## src/rtl/demux_pkg.sv

```systemverilog
// ---------------------------------------------------------------------------
// demux_pkg
//   Shared types and helpers for the stream_demux block.
//   - demux_state_t : packet-lock FSM states (only used when DEMUX_LOCK_EN is
//                     defined).
//   - sel_width(n)  : width of the channel-select field for n output channels.
//                     Two channels still get a 1-bit select, so the result is
//                     never zero.
// ---------------------------------------------------------------------------
package demux_pkg;

    typedef enum logic {
        ST_IDLE   = 1'b0,
        ST_LOCKED = 1'b1
    } demux_state_t;

    function automatic int sel_width(input int n);
        return (n > 2) ? $clog2(n) : 1;
    endfunction

endpackage

```

## src/rtl/demux_out_slot.sv

```systemverilog
// ---------------------------------------------------------------------------
// demux_out_slot
//   One-entry valid/ready output register for a single demux channel.
//   Ports:
//     clock, reset   rising-edge clock, synchronous active-high reset
//     load           write load_data into the register this cycle
//     load_data      WIDTH-bit payload to store
//     out_ready      downstream consumer ready
//     out_valid      register holds a beat
//     out_data       stored payload (holds last value while out_valid=0)
//     can_load       register can take a beat this cycle (empty or draining)
// ---------------------------------------------------------------------------
module demux_out_slot #(
    parameter int WIDTH = 8
) (
    input  logic             clock,
    input  logic             reset,
    input  logic             load,
    input  logic [WIDTH-1:0] load_data,
    input  logic             out_ready,
    output logic             out_valid,
    output logic [WIDTH-1:0] out_data,
    output logic             can_load
);

    logic             valid_reg;
    logic [WIDTH-1:0] data_reg;

    // Draining and loading in the same cycle is allowed, giving one beat per
    // cycle per channel.
    assign can_load  = !valid_reg || out_ready;
    assign out_valid = valid_reg;
    assign out_data  = data_reg;

    always_ff @(posedge clock) begin
        if (reset) begin
            valid_reg <= 1'b0;
            data_reg  <= '0;
        end else if (load) begin
            valid_reg <= 1'b1;
            data_reg  <= load_data;
        end else if (valid_reg && out_ready) begin
            valid_reg <= 1'b0;
        end
    end

endmodule

```

## src/rtl/stream_demux.sv

```systemverilog
// ---------------------------------------------------------------------------
// stream_demux
//   1-to-NUM_OUT registered stream demultiplexer with valid/ready handshake.
//   Each accepted beat is written into the output register of the channel
//   selected by in_sel; a select beyond NUM_OUT-1 is accepted and discarded,
//   raising drop_pulse for one cycle and bumping a saturating drop_count.
//
//   Optional feature macro: DEMUX_LOCK_EN
//     When defined, the select of the first beat of a packet is latched and
//     all beats up to and including the one with in_last=1 follow it.
//     When undefined, every beat is routed by its own in_sel and in_last is
//     ignored.
//
//   Ports:
//     clock, reset   rising-edge clock, synchronous active-high reset
//     in_valid/in_ready/in_data/in_sel/in_last   input stream
//     out_valid/out_ready  per-channel handshake (NUM_OUT bits)
//     out_data       channel i at [i*WIDTH +: WIDTH]
//     drop_pulse     one-cycle flag: a beat was discarded
//     drop_count     saturating count of discarded beats
// ---------------------------------------------------------------------------
module stream_demux
    import demux_pkg::*;
#(
    parameter  int WIDTH   = 8,
    parameter  int NUM_OUT = 4,
    parameter  int CNTW    = 8,
    localparam int SELW    = sel_width(NUM_OUT)
) (
    input  logic                     clock,
    input  logic                     reset,
    input  logic                     in_valid,
    output logic                     in_ready,
    input  logic [WIDTH-1:0]         in_data,
    input  logic [SELW-1:0]          in_sel,
    input  logic                     in_last,
    output logic [NUM_OUT-1:0]       out_valid,
    input  logic [NUM_OUT-1:0]       out_ready,
    output logic [NUM_OUT*WIDTH-1:0] out_data,
    output logic                     drop_pulse,
    output logic [CNTW-1:0]          drop_count
);

    localparam logic [CNTW-1:0] CNT_MAX = '1;

    logic [SELW-1:0]    target;
    logic               target_ok;
    logic               accept;
    logic [NUM_OUT-1:0] slot_can_load;
    logic [NUM_OUT-1:0] slot_load;
    logic               drop_pulse_reg;
    logic [CNTW-1:0]    drop_count_reg;

`ifdef DEMUX_LOCK_EN
    demux_state_t    state_reg;
    logic [SELW-1:0] lock_sel_reg;

    // Inside a packet the latched select wins over whatever in_sel shows.
    assign target = (state_reg == ST_LOCKED) ? lock_sel_reg : in_sel;

    always_ff @(posedge clock) begin
        if (reset) begin
            state_reg    <= ST_IDLE;
            lock_sel_reg <= '0;
        end else if (accept) begin
            case (state_reg)
                ST_IDLE: begin
                    // Single-beat packets never enter the locked state.
                    if (!in_last) begin
                        state_reg    <= ST_LOCKED;
                        lock_sel_reg <= in_sel;
                    end
                end
                ST_LOCKED: begin
                    if (in_last) begin
                        state_reg <= ST_IDLE;
                    end
                end
                default: state_reg <= ST_IDLE;
            endcase
        end
    end
`else
    logic unused_last;

    assign target      = in_sel;
    assign unused_last = in_last;
`endif

    assign target_ok = (int'(target) < NUM_OUT);

    // Ready depends only on the target channel's register, never on in_valid.
    // Beats to a nonexistent channel are always taken so they can be dropped.
    always_comb begin
        in_ready = 1'b1;
        for (int i = 0; i < NUM_OUT; i++) begin
            if (target == SELW'(i)) begin
                in_ready = slot_can_load[i];
            end
        end
    end

    assign accept = in_valid && in_ready;

    generate
        for (genvar gi = 0; gi < NUM_OUT; gi++) begin : g_slot
            assign slot_load[gi] = accept && (target == SELW'(gi));

            demux_out_slot #(
                .WIDTH(WIDTH)
            ) u_slot (
                .clock    (clock),
                .reset    (reset),
                .load     (slot_load[gi]),
                .load_data(in_data),
                .out_ready(out_ready[gi]),
                .out_valid(out_valid[gi]),
                .out_data (out_data[gi*WIDTH +: WIDTH]),
                .can_load (slot_can_load[gi])
            );
        end
    endgenerate

    always_ff @(posedge clock) begin
        if (reset) begin
            drop_pulse_reg <= 1'b0;
            drop_count_reg <= '0;
        end else begin
            drop_pulse_reg <= accept && !target_ok;
            if (accept && !target_ok && (drop_count_reg != CNT_MAX)) begin
                drop_count_reg <= drop_count_reg + CNTW'(1);
            end
        end
    end

    assign drop_pulse = drop_pulse_reg;
    assign drop_count = drop_count_reg;

endmodule

```

## config.mk

```make
export PLATFORM = sky130hd
export DESIGN_NAME = stream_demux
export DESIGN_NICKNAME = d
export VERILOG_FILES = /design/src/rtl/demux_pkg.sv /design/src/rtl/demux_out_slot.sv /design/src/rtl/stream_demux.sv
export SDC_FILE = /design/constraint.sdc
export NUM_CORES = 1
export LEC_CHECK = 0
export CAP_MARGIN = 30
export CORE_MARGIN = 1.5
export CORE_UTILIZATION = 43
export DETAILED_ROUTE_END_ITERATION = 8
export PLACE_DENSITY_LB_ADDON = 0.12
export SKIP_LAST_GASP = 1
export SLEW_MARGIN = 10
export SYNTH_ARGS = -nofsm -noshare
export SYNTH_HDL_FRONTEND = slang
export SYNTH_SLANG_ARGS = --single-unit
```

## constraint.sdc

```tcl
create_clock -name clock -period 1.74 [get_ports clock]
set_input_delay 0.348 -clock clock [delete_from_list [all_inputs] [get_ports clock]]
set_output_delay 0.348 -clock clock [all_outputs]
set_load 0.05 [all_outputs]
```

==> results by group, run 1 <==
Run status
  – Outcome: finished, violations left
  – Failing checks: negative setup slack

Timing
  – Max-slew violation count: 0
  – Skew final: 3.17 ps
  – Final setup violation count: 1
  – Post-route clock period utilization: 106%
  – RSZ-0062 raised after global routing: true
  – Final worst slack: -101 ps
  – Max Fclk: 543 MHz
  – Final Hold Fails: 0
  – Min Hold Slack: 473 ps
  – Setup tns final: -101 ps
  – Tmin final: 1840 ps

Detailed routing
  – Vias: 1165
  – DRC: 0
  – Vias per cell: 4.59
  – First DRT Iteration DRCs: 43
  – Post-route ant nets: 0
  – Pre-antenna DRT Iters: 4
  – Final WL: 3.19 mm
  – WL/cell: 12.5 um

Floorplan
  – Num rows: 22
  – Io pins: 64
  – Initial core utilization: 44.2%
  – Die width: 64.1 um
  – Die Span Y: 64.1 um
  – Core ar.: 3630 um2
  – Die ar.: 4110 um2

Placement
  – Port Buf Inserts: 53
  – DP HPWL: 2.28 mm
  – DP Worst Slack: -301 ps
  – Placed cell count: 244
  – Final Wtd Congestion: 0.689

Clock network
  – TritonCTS Buffers: 5
  – Clock Path Buffers: 2
  – CTS tree: done
  – H-tree depth: 2
  – Clock Latency Late Sink: 280 ps
  – CTS root buffer: clkbuf_8
  – Clock transition at the registers of the reported paths: 70 ps
  – TritonCTS sink count: 36

Synthesis
  – Post-Syn Instances: 147
  – Mean Syn Cell Area: 10.9 um2
  – Top-area cell type share of the netlist area: 44.9%
  – Asr flop ratio synth: 0%
  – Synth Register Bits: 36
  – Post-synth top cells: dfxtp_1, mux2i_1, nand2b_1
  – Top FF cell, synth: dfxtp_1
  – EDFF count, synth: 0
  – Unique masters post-synth: 16
  – Sequential fraction of the synthesis area: 44.9%
  – Ys Warns: 0
  – Synth Cell Area: 1610 um2
  – Synth top area cells: dfxtp_1, mux2i_1, nand2b_1
  – Yosys top cell by area: dfxtp_1
  – Most frequent cell after synthesis: dfxtp_1

Final layout
  – Nets: 223
  – Area grow syn2layout: 39.0%
  – Ant. Diodes: 0
  – Fillers: 320
  – Layout cells sized above 1: 36.9%
  – Final non-filler cell total: 254
  – Util after Layout: 61.4%

Worst setup path
  – CP Data Required Time: 1390 ps
  – Critical Path AT: 1490 ps
  – CP Launch Type: flop
  – CP max FO: 2
  – Critical Path Sink Type: primary output
  – Crit path kind: reg -> out

GRT
  – Vias in the first global route: 1129
  – Largest net degree at the start of global routing: 45
  – Remaining global-route overflow: 0
  – Global-route wire length before repair: 5.17 mm
  – Total Routing Usage GR: 16.5%
  – Initial antenna violation count: 0

Power and ir drop
  – Pwr per Cell Area: 815 nW/um2
  – P_sw: 505 uW
  – Clock share of power: 32.4%
  – Peak VDD IR: 498 uV
  – Seq pwr share: 47.8%
  – Net Sw Frac: 27.8%
  – Power share of the combinational group: 19.7%
  – Pint: 1310 uW
  – Leakage power: 0.00109 uW

Job
  – Max cap viols: 0

Worst hold path
  – Worst min path class: reg -> reg
-- power by group through the flow --
stage	clock [uW]	sequential, uW	combinational (uW)
after global routing	654	873	376
after CTS	613	871	361
after detailed placement	0	888	358
after floorplan	0	975	168
final	590	870	359
after global placement	0	886	354
-- placed cells by master (no fill, tap or decap), drive strengths merged --
cell type,netlist,final
mux2i,32,32
a21oi,4,4
nand3b,2,2
nand4,1,1
clkbuf,4,8
conb,1,9
dlygate4sd2,0,5
buf,17,48
dfxtp,36,36
nand2b,32,32
or2b,15,15
clkdlybuf4s50,0,11
and4,1,1
mux4,1,1
or3b,1,1
-- state kept, by name, summed over array words and instances (netlist names) --
| name | flops |
|---|---|
| g_slot.u_slot.out_data | 32 |
| g_slot.u_slot.out_valid | 4 |
-- logic make-up after synthesis --
kind of cell | count (synthesis) | share of synthesized area, %
buffers and inverters | 21 | 8.65
AOI/OAI and AO/OA | 4 | 1.25
other | 1 | 0.234
muxes | 33 | 21.4
and+or+nand+nor | 52 | 23.6
DFF | 36 | 44.9
-- worst paths after layout --
kind                                                  start                                   endpoint  slack (ps)  depth (start not counted)
hold / removal    g_slot[3].u_slot.out_data[4]$_SDFFE_PP0P_  g_slot[3].u_slot.out_data[4]$_SDFFE_PP0P_         470                          2
setup / recovery    g_slot[0].u_slot.out_valid$_SDFFE_PP0P_                                   in_ready        -100                          3
hold reg to reg   g_slot[3].u_slot.out_data[4]$_SDFFE_PP0P_  g_slot[3].u_slot.out_data[4]$_SDFFE_PP0P_         470                          2
setup reg to reg    g_slot[0].u_slot.out_valid$_SDFFE_PP0P_  g_slot[0].u_slot.out_data[1]$_SDFFE_PP0P_         460                          5
-- area by class of cell --
| class | count | area (um2) | area share (%) |
|---|---|---|---|
| multi-input cells | 98 | 801 | 35.9 |
| well taps | 48 | 60.1 | 2.69 |
| clock buffers | 8 | 90.1 | 4.04 |
| repair buffers | 64 | 559 | 25.1 |
| flip-flops and latches | 36 | 722 | 32.3 |
-- per-stage QoR --
step                      total power (uW)  instance area [um2]
after global routing                  1900                 2230
after global placement                1240                 2100
final                                 1820                 2230
after floorplan                       1140                 1640
after detailed placement              1250                 2100
after CTS                             1840                 2220
-- worst max-delay path: stages, from the launching register on --
cell	delay [ps]
dfxtp_2	320
or2b_4	250
mux4_2	470
buf_8	170
-- per-layer routing --
metal  global-route usage, %  routed length [um]  vias to the layer above
met3                    5.63                 207                        4
met5                       0                   0                        -
li1                        -                   -                      577
met2                    30.1                1640                       42
met1                    17.8                1300                      542
met4                    5.59                  33                        0
-- timing repair --
item | CTS | global route
hold buffers | 0 | 0
setup buffers | 1 | 1
gates cloned | 0 | 0
gates resized for setup | 12 | 0
pin swaps | 0 | 0
setup endpoints to repair | 1 | 1
Note: power is estimated with default switching activity, not from simulation.
==> run 2, diff against run 1 <==
--- a/config.mk
+++ b/config.mk
@@ -7,7 +7,7 @@
 export LEC_CHECK = 0
 export CAP_MARGIN = 30
 export CORE_MARGIN = 1.5
-export CORE_UTILIZATION = 43
+export CORE_UTILIZATION = 40
 export DETAILED_ROUTE_END_ITERATION = 8
 export PLACE_DENSITY_LB_ADDON = 0.12
 export SKIP_LAST_GASP = 1
==> run 2 against run 1 <==
Net effect: hold slack better by 5.2 ps; critical path depth is the same; highest routed layer unchanged; the run still ends with negative setup slack left; clock skew up 4.0 ps; via count shrank 0.94%; sequential power about the same; sequential share of layout area decreased by 0.23 points; total power is 11% higher.
==> results by group, run 2 (synthesis results as in run 1) <==
Placement
  – DP HPWL: 2.47 mm
  – DP Area: 2090 um2
  – Final Wtd Congestion: 0.717
  – DP Worst Slack: -325 ps
  – Port Buf Inserts: 53

Final layout
  – Most frequent cells in the layout: buf_4, dfxtp_1, mux2i_1
  – Commonest non-fill, non-tap cell in the layout: buf_4
  – Finished Cell Area: 2250 um2
  – Nets: 222
  – Max reg flops: 32
  – Ant. Diodes: 0
  – Fillers: 351
  – Area grow syn2layout: 40.1%
  – Layout cells sized above 1: 37.6%

Run status
  – Failing checks: negative setup slack
  – Outcome: finished, violations left

Worst setup path
  – Crit path kind: reg -> out
  – Critical Path AT: 1510 ps
  – CP max FO: 2
  – CP max-delay cell: mux4_2
  – CP Launch Type: flop
  – Critical Path Max Stage Delay: 480 ps
  – Slack of the worst reg-to-reg path: 530 ps
  – Critical Path Sink Type: primary output
  – Worst-path cell chain: or2b_4, mux4_2, buf_8
  – CP Data Required Time: 1390 ps

Timing
  – Final worst slack: -119 ps
  – Final setup violation count: 1
  – Post-route clock period utilization: 107%
  – Final Hold Fails: 0
  – Skew final: 7.17 ps
  – RSZ-0062 raised after global routing: true
  – Min Hold Slack: 478 ps
  – Tmin final: 1860 ps
  – Max Fclk: 538 MHz
  – Max-slew violation count: 0

GRT
  – Vias in the first global route: 1140
  – Largest net degree at the start of global routing: 45
  – Global-route wire length before repair: 5.38 mm
  – Total Routing Usage GR: 16.5%
  – Initial antenna violation count: 0
  – Remaining global-route overflow: 0

Detailed routing
  – First DRT Iteration DRCs: 49
  – DRC: 0
  – WL/cell: 13.5 um
  – Post-route ant nets: 0
  – Vias: 1154
  – Pre-antenna DRT Iters: 4
  – Vias per cell: 4.56
  – Final WL: 3.42 mm

Clock network
  – TritonCTS Buffers: 5
  – TritonCTS sink count: 36
  – Clock Path Buffers: 2
  – Clock Latency Late Sink: 280 ps
  – Clock transition at the registers of the reported paths: 70 ps
  – H-tree depth: 2
  – CTS tree: done
  – Hold-fix buffers, CTS: 0
  – CTS root buffer: clkbuf_8

Floorplan
  – Initial core utilization: 42.9%
  – Core ar.: 3740 um2
  – Die Span Y: 66.4 um
  – Io pins: 64
  – Die width: 66.4 um
  – Num rows: 22
  – Die ar.: 4400 um2

Job
  – Max cap viols: 0

Worst hold path
  – Worst min path class: reg -> reg

Power and ir drop
  – Peak VDD IR: 523 uV
  – Pwr per Cell Area: 898 nW/um2
  – Leakage power: 0.00110 uW
[run 2: timing repair]
action | 4_1_cts | 5_1_grt
buffers inserted | 0 | 1
resized for setup | 12 | 0
setup endpoints to repair | 1 | 1
[run 2: path summary, 6_finish.rpt]
kind                                                   from                                         to  cells past startpoint
setup / recovery    g_slot[0].u_slot.out_valid$_SDFFE_PP0P_                                   in_ready                      3
hold / removal    g_slot[1].u_slot.out_data[5]$_SDFFE_PP0P_  g_slot[1].u_slot.out_data[5]$_SDFFE_PP0P_                      2
setup reg to reg    g_slot[3].u_slot.out_valid$_SDFFE_PP0P_  g_slot[3].u_slot.out_data[2]$_SDFFE_PP0P_                      4
hold reg to reg   g_slot[1].u_slot.out_data[5]$_SDFFE_PP0P_  g_slot[1].u_slot.out_data[5]$_SDFFE_PP0P_                      2
[run 2: power by group]
part	switching (uW)	total, uW	internal (uW)
Clock	286	791	505
Combinational	222	356	134
Sequential	17.8	871	853
[run 2: area by class of cell]
type | instances | area, um2 | share of cell area, %
repair buffers | 63 | 539 | 24.0
clock inverters | 1 | 30.0 | 1.34
flip-flops and latches | 36 | 722 | 32.1
multi-input cells | 98 | 801 | 35.6
well taps | 48 | 60.1 | 2.67
clock buffers | 7 | 96.3 | 4.28
[run 2: metrics by stage]
step           util (%)  setup TNS, ps  power [uW]  instances
4_1_cts            59.9           -132        2040        252
3_5_place_dp       55.7          -1270        1240        244
6_report           60.1           -119        2020        253
3_3_place_gp       55.7           -913        1240        244
2_1_floorplan         -              0        1140        155
5_1_grt            60.1           -147        2090        253
[run 2: routing by layer]
layer,vias up,track usage (%),part of all wire (%)
met5,-,0,0
met4,0,6.12,0.96
met3,4,4.09,5.4
met2,37,27.5,50
met1,539,20.4,44
li1,574,-,-
[run 2: worst max-delay path, delay by kind of cell, from the launching register on]
| family | cells | cell delay (ps) |
|---|---|---|
| buffers and inverters | 1 | 170 |
| and+or+nand+nor | 1 | 260 |
| muxes | 1 | 480 |
| DFF | 1 | 320 |
==> RTL edit: new RTL, flow settings as in run 1 <==
`WIDTH` is set to 8 in 2 places; all go to 9.
--- a/src/rtl/demux_out_slot.sv
+++ b/src/rtl/demux_out_slot.sv
@@ -12,5 +12,5 @@
 // ---------------------------------------------------------------------------
 module demux_out_slot #(
-    parameter int WIDTH = 8
+    parameter int WIDTH = 9
 ) (
     input  logic             clock,
--- a/src/rtl/stream_demux.sv
+++ b/src/rtl/stream_demux.sv
@@ -23,5 +23,5 @@
     import demux_pkg::*;
 #(
-    parameter  int WIDTH   = 8,
+    parameter  int WIDTH   = 9,
     parameter  int NUM_OUT = 4,
     parameter  int CNTW    = 8,
Interface: changed (resized in_data and out_data); port bits go from 64 to 69. No check against the original RTL was run, so the function may have changed too.
==> RTL edit against run 1 <==
The flow still finishes with violations (setup timing); sequential share of layout area grew 0.63 points; global-route usage grew 0.49 points; worst setup slack lost 0.027 ns; maximum frequency shrank 1.4%; critical path depth is the same; wire length grew 17%; total power grew 8.3%; non-clock buffer count grew 6; sequential cell count grew 4; synthesized area grew 10%; utilization shrank 0.18 points; final cell count grew 8.7%; worst hold slack gained 0.0035 ns; design area grew 9.0%; critical path type unchanged.
==> RTL edit: results (changes against run 1) <==
| Metric | Value |
|---|---|
| Sequential area share after synthesis | `0.452 (+0.00271)` |
| IO Port Bufs | `58 (+9.4%)` |
| Clock Skew | `0.00602 ns (+0.00285 ns)` |
| Crit path DAT | `1.52 ns (+0.03 ns)` |
| Root buf cell | `clkbuf_8` |
| Setup TNS | `-0.128 ns (-0.0267 ns)` |
| Leak | `1.18 nW (+8.6%)` |
| Pre-CTS setup slack | `-0.287 ns (+0.0136 ns)` |
| Post-detail-place hpwl | `2670 µm (+17%)` |
| Netlist cell types | `18 (+2)` |
| Synth area leaders | `dfxtp_1 (45%), mux2i_1 (20%), nand2b_1 (12%), or2b_2 (8.4%), buf_4 (5.5%)` |
| Pin count of the biggest net entering global routing | `50 (+11%)` |
| Global-route wire length before repair | `5660 µm (+9.5%)` |
| Internal | `1.42 mW (+8.0%)` |
| Routed len/inst | `13.5 µm (+7.4%)` |
| Post-CTS setup buffer count | `0 (-1)` |
| Post-cts sizing count | `12 (unchanged)` |
| Fin worst setup slack | `-0.128 ns (-0.0267 ns)` |
| GRT Total Usage | `0.170 (+0.00494)` |
| Outcome | `finished, violations left` |
| Failing checks | `setup timing` |
| Fraction of layout cells with a size suffix above 1 | `0.367 (-0.00168)` |
| Vias in the first global route | `1209 (+7.1%)` |
| Final setup viols | `1 (unchanged)` |
| Vias/cell | `4.51 (-1.6%)` |
| Fin nets | `244 (+9.4%)` |
| Placer Congestion | `0.691 (+0.23%)` |
| DRT iter0 DRCs | `53 (+23%)` |
| Largest register FFs | `36 (+13%)` |
| Post-synth top cells | `dfxtp_1 (40), mux2i_1 (36), nand2b_1 (34)` |
| Max rail drop VDD | `0.000655 V (+32%)` |
==> RTL edit: layer usage <==
metal  GRT usage  share of wire  vias up
met5           0              0        -
met4      0.0689         0.0056        0
met3      0.0417          0.054        2
met2       0.300           0.51       42
met1       0.198           0.43      569
li1            -              -      633
==> RTL edit: path summary, 6_finish.rpt <==
check	cells after the start	end	slack [ns]	start
worst max-delay path	3	in_ready	-0.13	g_slot[0].u_slot.out_valid$_SDFFE_PP0P_
worst min register to register	2	g_slot[1].u_slot.out_data[3]$_SDFFE_PP0P_	0.48	g_slot[1].u_slot.out_data[3]$_SDFFE_PP0P_
worst max register to register	4	g_slot[0].u_slot.out_data[3]$_SDFFE_PP0P_	0.54	g_slot[0].u_slot.out_valid$_SDFFE_PP0P_
worst min-delay path	2	g_slot[1].u_slot.out_data[3]$_SDFFE_PP0P_	0.48	g_slot[1].u_slot.out_data[3]$_SDFFE_PP0P_
==> RTL edit: kinds of logic (layout without fill, tap and decap cells) <==
family	Yosys count	after routing	synth area share
other	1	9	0.00212
and+or+nand+nor	58	58	0.238
muxes	37	37	0.216
AOI/OAI and AO/OA	4	4	0.0113
buffers and inverters	22	78	0.0811
DFF	40	40	0.452
==> RTL edit: worst max-delay path: cells and delay by family, from the launching register on <==
| family | cells | cell delay (ns) |
|---|---|---|
| muxes | 1 | 0.47 |
| buffers and inverters | 1 | 0.17 |
| and+or+nand+nor | 1 | 0.26 |
| DFF | 1 | 0.34 |
==> RTL edit: cell type report <==
class / count / area (µm²)
clock buffer: 8 / 90.1
multi-input combinational: 108 / 883
timing repair buffer: 70 / 594
tap: 50 / 62.6
fill: 354 / 1540
sequential: 40 / 802
==> RTL edit: power by group through the flow <==
stage | clock, mW | combinational, mW | sequential, mW
global placement | 0 | 0.384 | 0.985
finish | 0.614 | 0.389 | 0.967
CTS | 0.643 | 0.392 | 0.967
global route | 0.684 | 0.409 | 0.970
floorplan | 0 | 0.180 | 1.08
detailed placement | 0 | 0.390 | 0.986
==> RTL edit: through the flow <==
stage | cell area, µm² | cells | hold slack (ns)
6_report | 2430 | 276 | 0.476
5_1_grt | 2430 | 276 | 0.505
4_1_cts | 2430 | 276 | 0.482
3_5_place_dp | 2310 | 268 | 0.464
3_3_place_gp | 2310 | 268 | 0.460
2_1_floorplan | 1800 | 170 | 0.489
